`src/rtl/cpu_defs.sv`:
```
// Shared CPU definitions: opcodes, controller state encoding, control-vector layout.
// Build option CTRL_BRANCH_EN: when undefined the br opcode is classified as a nop.
package cpu_defs;

  localparam int OPCODE_W = 5;

  localparam logic [4:0] OP_LD   = 5'd0;
  localparam logic [4:0] OP_LDI  = 5'd1;
  localparam logic [4:0] OP_ST   = 5'd2;
  localparam logic [4:0] OP_ADD  = 5'd3;
  localparam logic [4:0] OP_SUB  = 5'd4;
  localparam logic [4:0] OP_AND  = 5'd5;
  localparam logic [4:0] OP_OR   = 5'd6;
  localparam logic [4:0] OP_SHR  = 5'd7;
  localparam logic [4:0] OP_SHRA = 5'd8;
  localparam logic [4:0] OP_SHL  = 5'd9;
  localparam logic [4:0] OP_ROR  = 5'd10;
  localparam logic [4:0] OP_ROL  = 5'd11;
  localparam logic [4:0] OP_ADDI = 5'd12;
  localparam logic [4:0] OP_ANDI = 5'd13;
  localparam logic [4:0] OP_ORI  = 5'd14;
  localparam logic [4:0] OP_BR   = 5'd18;
  localparam logic [4:0] OP_JR   = 5'd20;
  localparam logic [4:0] OP_NOP  = 5'd26;
  localparam logic [4:0] OP_HALT = 5'd27;

  typedef enum logic [3:0] {
    S_RST  = 4'd0,
    S_T0   = 4'd1,
    S_T1   = 4'd2,
    S_T2   = 4'd3,
    S_T3   = 4'd4,
    S_T4   = 4'd5,
    S_T5   = 4'd6,
    S_T6   = 4'd7,
    S_T7   = 4'd8,
    S_HALT = 4'd9
  } state_t;

  typedef enum logic [3:0] {
    IC_LD   = 4'd0,
    IC_LDI  = 4'd1,
    IC_ST   = 4'd2,
    IC_ALU  = 4'd3,
    IC_IMM  = 4'd4,
    IC_BR   = 4'd5,
    IC_JR   = 4'd6,
    IC_NOP  = 4'd7,
    IC_HALT = 4'd8
  } iclass_t;

  typedef struct packed {
    logic pc_out;
    logic zlow_out;
    logic zhi_out;
    logic mdr_out;
    logic hi_out;
    logic lo_out;
    logic c_out;
    logic inport_out;
    logic r_out;
    logic ba_out;
    logic pc_in;
    logic ir_in;
    logic mar_in;
    logic mdr_in;
    logic y_in;
    logic z_in;
    logic hi_in;
    logic lo_in;
    logic r_in;
    logic con_in;
    logic outport_in;
    logic inc_pc;
    logic read;
    logic write;
    logic gra;
    logic grb;
    logic grc;
  } ctrl_t;

  // Undefined opcodes fall into the nop class.
  function automatic iclass_t classify(input logic [4:0] op);
    iclass_t ic;
    case (op)
      OP_LD:   ic = IC_LD;
      OP_LDI:  ic = IC_LDI;
      OP_ST:   ic = IC_ST;
      OP_ADD, OP_SUB, OP_AND, OP_OR, OP_SHR, OP_SHRA,
      OP_SHL, OP_ROR, OP_ROL:
               ic = IC_ALU;
      OP_ADDI, OP_ANDI, OP_ORI:
               ic = IC_IMM;
`ifdef CTRL_BRANCH_EN
      OP_BR:   ic = IC_BR;
`endif
      OP_JR:   ic = IC_JR;
      OP_HALT: ic = IC_HALT;
      default: ic = IC_NOP;
    endcase
    return ic;
  endfunction

  function automatic state_t last_state(input iclass_t ic);
    state_t s;
    case (ic)
      IC_LD, IC_ST:           s = S_T7;
      IC_BR:                  s = S_T6;
      IC_LDI, IC_ALU, IC_IMM: s = S_T5;
      IC_JR:                  s = S_T3;
      default:                s = S_T2;
    endcase
    return s;
  endfunction

endpackage

```
`src/rtl/ctrl_decode.sv`:
```
// Combinational map from (state, instruction class, CON_FF) to the control vector.
// Build option CTRL_BRANCH_EN: enables the br T-states, CONin and conditional PCin.
module ctrl_decode
  import cpu_defs::*;
(
  input  state_t  state,
  input  iclass_t iclass,
  input  logic    con_ff,
  output ctrl_t   ctrl
);

`ifndef CTRL_BRANCH_EN
  logic unused_con_ff_s;
  assign unused_con_ff_s = con_ff;
`endif

  // Control lines for each state; fetch is shared, T3 onward depends on the class.
  always_comb begin
    ctrl = '0;
    case (state)
      S_T0: begin
        ctrl.pc_out = 1'b1; ctrl.mar_in = 1'b1; ctrl.inc_pc = 1'b1; ctrl.z_in = 1'b1;
      end
      S_T1: begin
        ctrl.zlow_out = 1'b1; ctrl.pc_in = 1'b1; ctrl.read = 1'b1; ctrl.mdr_in = 1'b1;
      end
      S_T2: begin
        ctrl.mdr_out = 1'b1; ctrl.ir_in = 1'b1;
      end
      S_T3: begin
        case (iclass)
          IC_LD, IC_LDI, IC_ST: begin
            ctrl.grb = 1'b1; ctrl.ba_out = 1'b1; ctrl.y_in = 1'b1;
          end
          IC_ALU, IC_IMM: begin
            ctrl.grb = 1'b1; ctrl.r_out = 1'b1; ctrl.y_in = 1'b1;
          end
`ifdef CTRL_BRANCH_EN
          IC_BR: begin
            ctrl.gra = 1'b1; ctrl.r_out = 1'b1; ctrl.con_in = 1'b1;
          end
`endif
          IC_JR: begin
            ctrl.gra = 1'b1; ctrl.r_out = 1'b1; ctrl.pc_in = 1'b1;
          end
          default: ;
        endcase
      end
      S_T4: begin
        case (iclass)
          IC_LD, IC_LDI, IC_ST, IC_IMM: begin
            ctrl.c_out = 1'b1; ctrl.z_in = 1'b1;
          end
          IC_ALU: begin
            ctrl.grc = 1'b1; ctrl.r_out = 1'b1; ctrl.z_in = 1'b1;
          end
`ifdef CTRL_BRANCH_EN
          IC_BR: begin
            ctrl.pc_out = 1'b1; ctrl.y_in = 1'b1;
          end
`endif
          default: ;
        endcase
      end
      S_T5: begin
        case (iclass)
          IC_LD, IC_ST: begin
            ctrl.zlow_out = 1'b1; ctrl.mar_in = 1'b1;
          end
          IC_LDI, IC_ALU, IC_IMM: begin
            ctrl.zlow_out = 1'b1; ctrl.gra = 1'b1; ctrl.r_in = 1'b1;
          end
`ifdef CTRL_BRANCH_EN
          IC_BR: begin
            ctrl.c_out = 1'b1; ctrl.z_in = 1'b1;
          end
`endif
          default: ;
        endcase
      end
      S_T6: begin
        case (iclass)
          IC_LD: begin
            ctrl.read = 1'b1; ctrl.mdr_in = 1'b1;
          end
          IC_ST: begin
            ctrl.gra = 1'b1; ctrl.r_out = 1'b1; ctrl.mdr_in = 1'b1;
          end
`ifdef CTRL_BRANCH_EN
          IC_BR: begin
            ctrl.zlow_out = 1'b1; ctrl.pc_in = con_ff;
          end
`endif
          default: ;
        endcase
      end
      S_T7: begin
        case (iclass)
          IC_LD: begin
            ctrl.mdr_out = 1'b1; ctrl.gra = 1'b1; ctrl.r_in = 1'b1;
          end
          IC_ST: begin
            ctrl.write = 1'b1;
          end
          default: ;
        endcase
      end
      default: ;
    endcase
  end

endmodule

```
`src/rtl/control_unit.sv`:
```
// Hardwired sequencer: holds state and latched opcode, steps T-states, registers the
// control vector so every output is a flop. Optional br support: see CTRL_BRANCH_EN.
module control_unit
  import cpu_defs::*;
#(
  parameter int OPW = 5
) (
  input  logic        Clock,
  input  logic        Clear,
  input  logic [31:0] IR,
  input  logic        CON_FF,
  input  logic        Stop,
  output logic        Run,
  output logic        PCout,
  output logic        Zlowout,
  output logic        Zhiout,
  output logic        MDRout,
  output logic        HIout,
  output logic        LOout,
  output logic        Cout,
  output logic        InPortout,
  output logic        Rout,
  output logic        BAout,
  output logic        PCin,
  output logic        IRin,
  output logic        MARin,
  output logic        MDRin,
  output logic        Yin,
  output logic        Zin,
  output logic        HIin,
  output logic        LOin,
  output logic        Rin,
  output logic        CONin,
  output logic        Out_Portin,
  output logic        IncPC,
  output logic        Read,
  output logic        Write,
  output logic        Gra,
  output logic        Grb,
  output logic        Grc
);

  state_t         state_r;
  state_t         next_state_s;
  logic [OPW-1:0] opcode_r;
  logic [OPW-1:0] next_opcode_s;
  iclass_t        iclass_s;
  ctrl_t          ctrl_next_s;
  ctrl_t          ctrl_r;
  logic           run_r;
  logic           unused_ir_s;

  assign unused_ir_s = ^IR[31-OPW:0];

  // The opcode is captured on the T2->T3 edge; later states use only the latched copy.
  always_comb begin
    if (state_r == S_T2) begin
      next_opcode_s = IR[31 -: OPW];
    end else begin
      next_opcode_s = opcode_r;
    end
  end

  assign iclass_s = classify(next_opcode_s);

  // Next state: advance one T-state, leave at the class's final state; Stop only counts there.
  always_comb begin
    next_state_s = state_r;
    if (state_r == last_state(iclass_s)) begin
      if ((iclass_s == IC_HALT) || Stop) begin
        next_state_s = S_HALT;
      end else begin
        next_state_s = S_T0;
      end
    end else begin
      case (state_r)
        S_RST:   next_state_s = S_T0;
        S_T0:    next_state_s = S_T1;
        S_T1:    next_state_s = S_T2;
        S_T2:    next_state_s = S_T3;
        S_T3:    next_state_s = S_T4;
        S_T4:    next_state_s = S_T5;
        S_T5:    next_state_s = S_T6;
        S_T6:    next_state_s = S_T7;
        S_T7:    next_state_s = S_T0;
        S_HALT:  next_state_s = S_HALT;
        default: next_state_s = S_RST;
      endcase
    end
  end

  ctrl_decode u_decode (
    .state  (next_state_s),
    .iclass (iclass_s),
    .con_ff (CON_FF),
    .ctrl   (ctrl_next_s)
  );

  // State, opcode and the decoded outputs for the state being entered; Clear zeroes all.
  always_ff @(posedge Clock or posedge Clear) begin
    if (Clear) begin
      state_r  <= S_RST;
      opcode_r <= '0;
      ctrl_r   <= '0;
      run_r    <= 1'b0;
    end else begin
      state_r  <= next_state_s;
      opcode_r <= next_opcode_s;
      ctrl_r   <= ctrl_next_s;
      run_r    <= (next_state_s != S_RST) && (next_state_s != S_HALT);
    end
  end

  assign Run        = run_r;
  assign PCout      = ctrl_r.pc_out;
  assign Zlowout    = ctrl_r.zlow_out;
  assign Zhiout     = ctrl_r.zhi_out;
  assign MDRout     = ctrl_r.mdr_out;
  assign HIout      = ctrl_r.hi_out;
  assign LOout      = ctrl_r.lo_out;
  assign Cout       = ctrl_r.c_out;
  assign InPortout  = ctrl_r.inport_out;
  assign Rout       = ctrl_r.r_out;
  assign BAout      = ctrl_r.ba_out;
  assign PCin       = ctrl_r.pc_in;
  assign IRin       = ctrl_r.ir_in;
  assign MARin      = ctrl_r.mar_in;
  assign MDRin      = ctrl_r.mdr_in;
  assign Yin        = ctrl_r.y_in;
  assign Zin        = ctrl_r.z_in;
  assign HIin       = ctrl_r.hi_in;
  assign LOin       = ctrl_r.lo_in;
  assign Rin        = ctrl_r.r_in;
  assign CONin      = ctrl_r.con_in;
  assign Out_Portin = ctrl_r.outport_in;
  assign IncPC      = ctrl_r.inc_pc;
  assign Read       = ctrl_r.read;
  assign Write      = ctrl_r.write;
  assign Gra        = ctrl_r.gra;
  assign Grb        = ctrl_r.grb;
  assign Grc        = ctrl_r.grc;

endmodule

```
`config.mk`:
```
export PLATFORM = sky130hd
export DESIGN_NAME = control_unit
export DESIGN_NICKNAME = d
export VERILOG_FILES = /design/src/rtl/cpu_defs.sv /design/src/rtl/ctrl_decode.sv /design/src/rtl/control_unit.sv
export SDC_FILE = /design/constraint.sdc
export NUM_CORES = 1
export LEC_CHECK = 0
export ABC_AREA = 1
export CAP_MARGIN = 0
export CORE_MARGIN = 1
export CORE_UTILIZATION = 55
export DETAILED_ROUTE_END_ITERATION = 10
export DONT_BUFFER_PORTS = 1
export MAX_ROUTING_LAYER = met4
export PLACE_DENSITY = 0.7
export SETUP_SLACK_MARGIN = 0.15
export SYNTH_ARGS = -nofsm -noshare
export SYNTH_HDL_FRONTEND = slang
export SYNTH_SLANG_ARGS = --single-unit
```
`constraint.sdc`:
```
create_clock -name Clock -period 5.3 [get_ports Clock]
set_clock_uncertainty 0.1 [all_clocks]
set_input_delay 1.06 -clock Clock [delete_from_list [all_inputs] [get_ports Clock]]
set_output_delay 1.06 -clock Clock [all_outputs]
set_load 0.01 [all_outputs]
```
==> impl_metrics.csv <==
group,metric,value,unit
status,status,"finished with violations",
status,violations,"DRC",
job,cap_viol_max_count,0,
timing,finalHoldViolCount,0,
cells_and_area,reg.largest.list,"opcode_r (5), state_r (4)",
die,pin_count,64,
synthesis,netlist_top_cells_area,"dfrtp_1, nand2_1, inv_1",
synthesis,synth.distinct_cells,28,
synthesis,ys_seq_area_share,40.79,%
synthesis,ys_ff_latch,27,
cells_and_area,drive_gt1_share,17.67,%
timing,tns,0,ns
routing,drt.antenna.violating_nets,0,
grt,grt_max_degree,28,
cells_and_area,top_register,"opcode_r",
placed_design,portBuffers,0,
timing,slew_headroom,34.49,%
setup_path,startpoint_type,"register",
placed_design,dp_hpwl,2480,µm
pwr,p_leak,0.9166,nW
clock_tree,cts_setup_buffers,0,
clock_tree,clockBufferDepth,2,
grt,grt_overflow,0,
synthesis,synthCells,216,
cells_and_area,layout_common_cells,"nand2_1, dfrtp_1, inv_1",
cells_and_area,n_antenna_cell,0,
synthesis,synth_area_per_cell,7.669,µm²
clock_tree,clockRootBuffer,"clkbuf_4",
die,fp-row-count,19,
clock_tree,postCtsResizedCells,0,
routing,first_iter_violations,51,
routing,via_count,1329,
setup_path,path_class,"reg -> reg",
clock_tree,cts_hold_buffers,0,
routing,avgRoutedWirePerCell,12.69,µm
clock_tree,clk_latency,0.33,ns
synthesis,yosysWarnings,0,
placed_design,routabilityCongestion,0.8653,
setup_path,cp-end-kind,"register",
setup_path,worst-path-max-fanout,11,
grt,track_usage,22.82,%
grt,antenna_found_initial,0,
clock_tree,cts_buffers,3,
timing,period_needed,3.068,ns
timing,fmax,326.0,MHz
timing,tightestPinTransition,0.9815,ns
synthesis,yosys.area.top_type,"dfrtp_1",
routing,viasPerCell,5.402,
setup_path,cp.required,5.46,ns
hold_path,hold_path_class,"reg -> reg",
clock_tree,cts_max_level,1,
clock_tree,cts.sinks,27,
synthesis,synth_top_cell_area_share,40.79,%
timing,rsz0062_at_grt,"false",
pwr,power_per_cell_area,809.0,nW/µm²
clock_tree,cts_tree,"done",
routing,drcViolationCount,7,
timing,setup_viol,0,
die,core-area,2805,µm²
grt,grt_pass1_vias,1323,
die,die_y,56.88,µm
timing,post-route-period-util,57.88,%
die,die_w,56.88,µm
routing,firstDrtPassIters,7,
pwr,ir_drop,0.0004461,V
clock_tree,clk_pin_slew_worst_paths,0.15,ns
grt,grt_pass1_wl,5651,µm
die,dieArea,3235,µm²
synthesis,synth_area,1657,µm²
cells_and_area,layout_commonest_cell,"nand2_1",
cells_and_area,fin_nets,255,
routing,finalWirelength,3121,µm
timing,slew_violations,0,
setup_path,arrival,3.23,ns
cells_and_area,syn2layout_area_growth,0.2264,%
timing,fin_hold_ws,0.4481,ns
die,start_util,59.05,%
cells_and_area,largest_reg_flops,5,
-- per-stage QoR --
stage	cell area [µm²]	power [mW]	util [%]	setup WS [ns]	instances
final	1660	1.343	59.19	2.232	246
after global placement	1630	1.206	58.12	2.370	242
after CTS	1660	1.341	59.19	2.219	246
after floorplan	1683	1.099	-	2.576	223
after detailed placement	1630	1.247	58.12	2.242	242
after global routing	1660	1.488	59.19	1.839	246
-- final timing paths --
| check | cells after the start | endpoint | start | slack [ns] |
|---|---|---|---|---|
| max | 11 | Rout | state_r[0] | 2.23 |
| min | 2 | opcode_r[1] | opcode_r[1] | 0.45 |
| max reg2reg | 11 | Rout | state_r[0] | 2.23 |
| min reg2reg | 2 | opcode_r[1] | opcode_r[1] | 0.45 |
| max in group asynchronous | 1 | Run | Clear | 3.79 |
| min in group asynchronous | 1 | IncPC | Clear | 0.73 |
-- Yosys cell counts, drive strengths merged --
cell / instances
nand2: 68
buf: 12
nor2: 21
conb: 1
ha: 3
xor2: 1
nand3b: 5
dfrtp: 27
inv: 33
nand3: 20
o211ai: 1
or2: 1
o2111ai: 1
o22ai: 2
nand4: 5
a21oi: 5
o21ai: 10
-- logic make-up after synthesis --
logic type	after synthesis	share of synthesized area, %
flops	27	40.79
simple gates	120	36.33
xor+xnor	1	0.5288
compound gates	19	6.873
fa+ha+maj	3	2.266
other cells	1	0.2264
buf+inv	45	12.99
-- final cells by class --
type / instances / area [µm²]
well taps: 31 / 38.79
fillers: 259 / 1145
multi-input cells: 151 / 792.0
flip-flops and latches: 27 / 675.6
inverters: 33 / 123.9
clock buffers: 3 / 22.52
clock inverters: 1 / 7.507
-- routing by layer --
layer	up-vias	global-route usage [%]	part of all wire [%]
met3	6	5.069	4.6
li1	664	-	-
met2	33	38.49	50
met1	626	26.98	44
met4	0	7.317	1.3
met5	-	-	0
-- power by group --
group          total, mW  switching [mW]  internal (mW)
Clock             0.0919          0.0630         0.0289
Combinational      0.909           0.630          0.279
Sequential         0.342          0.0624          0.280
-- critical path: stages, from the launching register on --
cell and delay, ns:
dfrtp_1 0.49, ha_1 0.42, nand2_2 0.24, o21ai_2 0.33
nand4_1 0.26, xor2_1 0.24, nand2_1 0.09, nor2_2 0.14
nand3_4 0.13, o21ai_1 0.20, nand2_1 0.17, o211ai_1 0.19
Note: power is estimated with default switching activity, not from simulation.
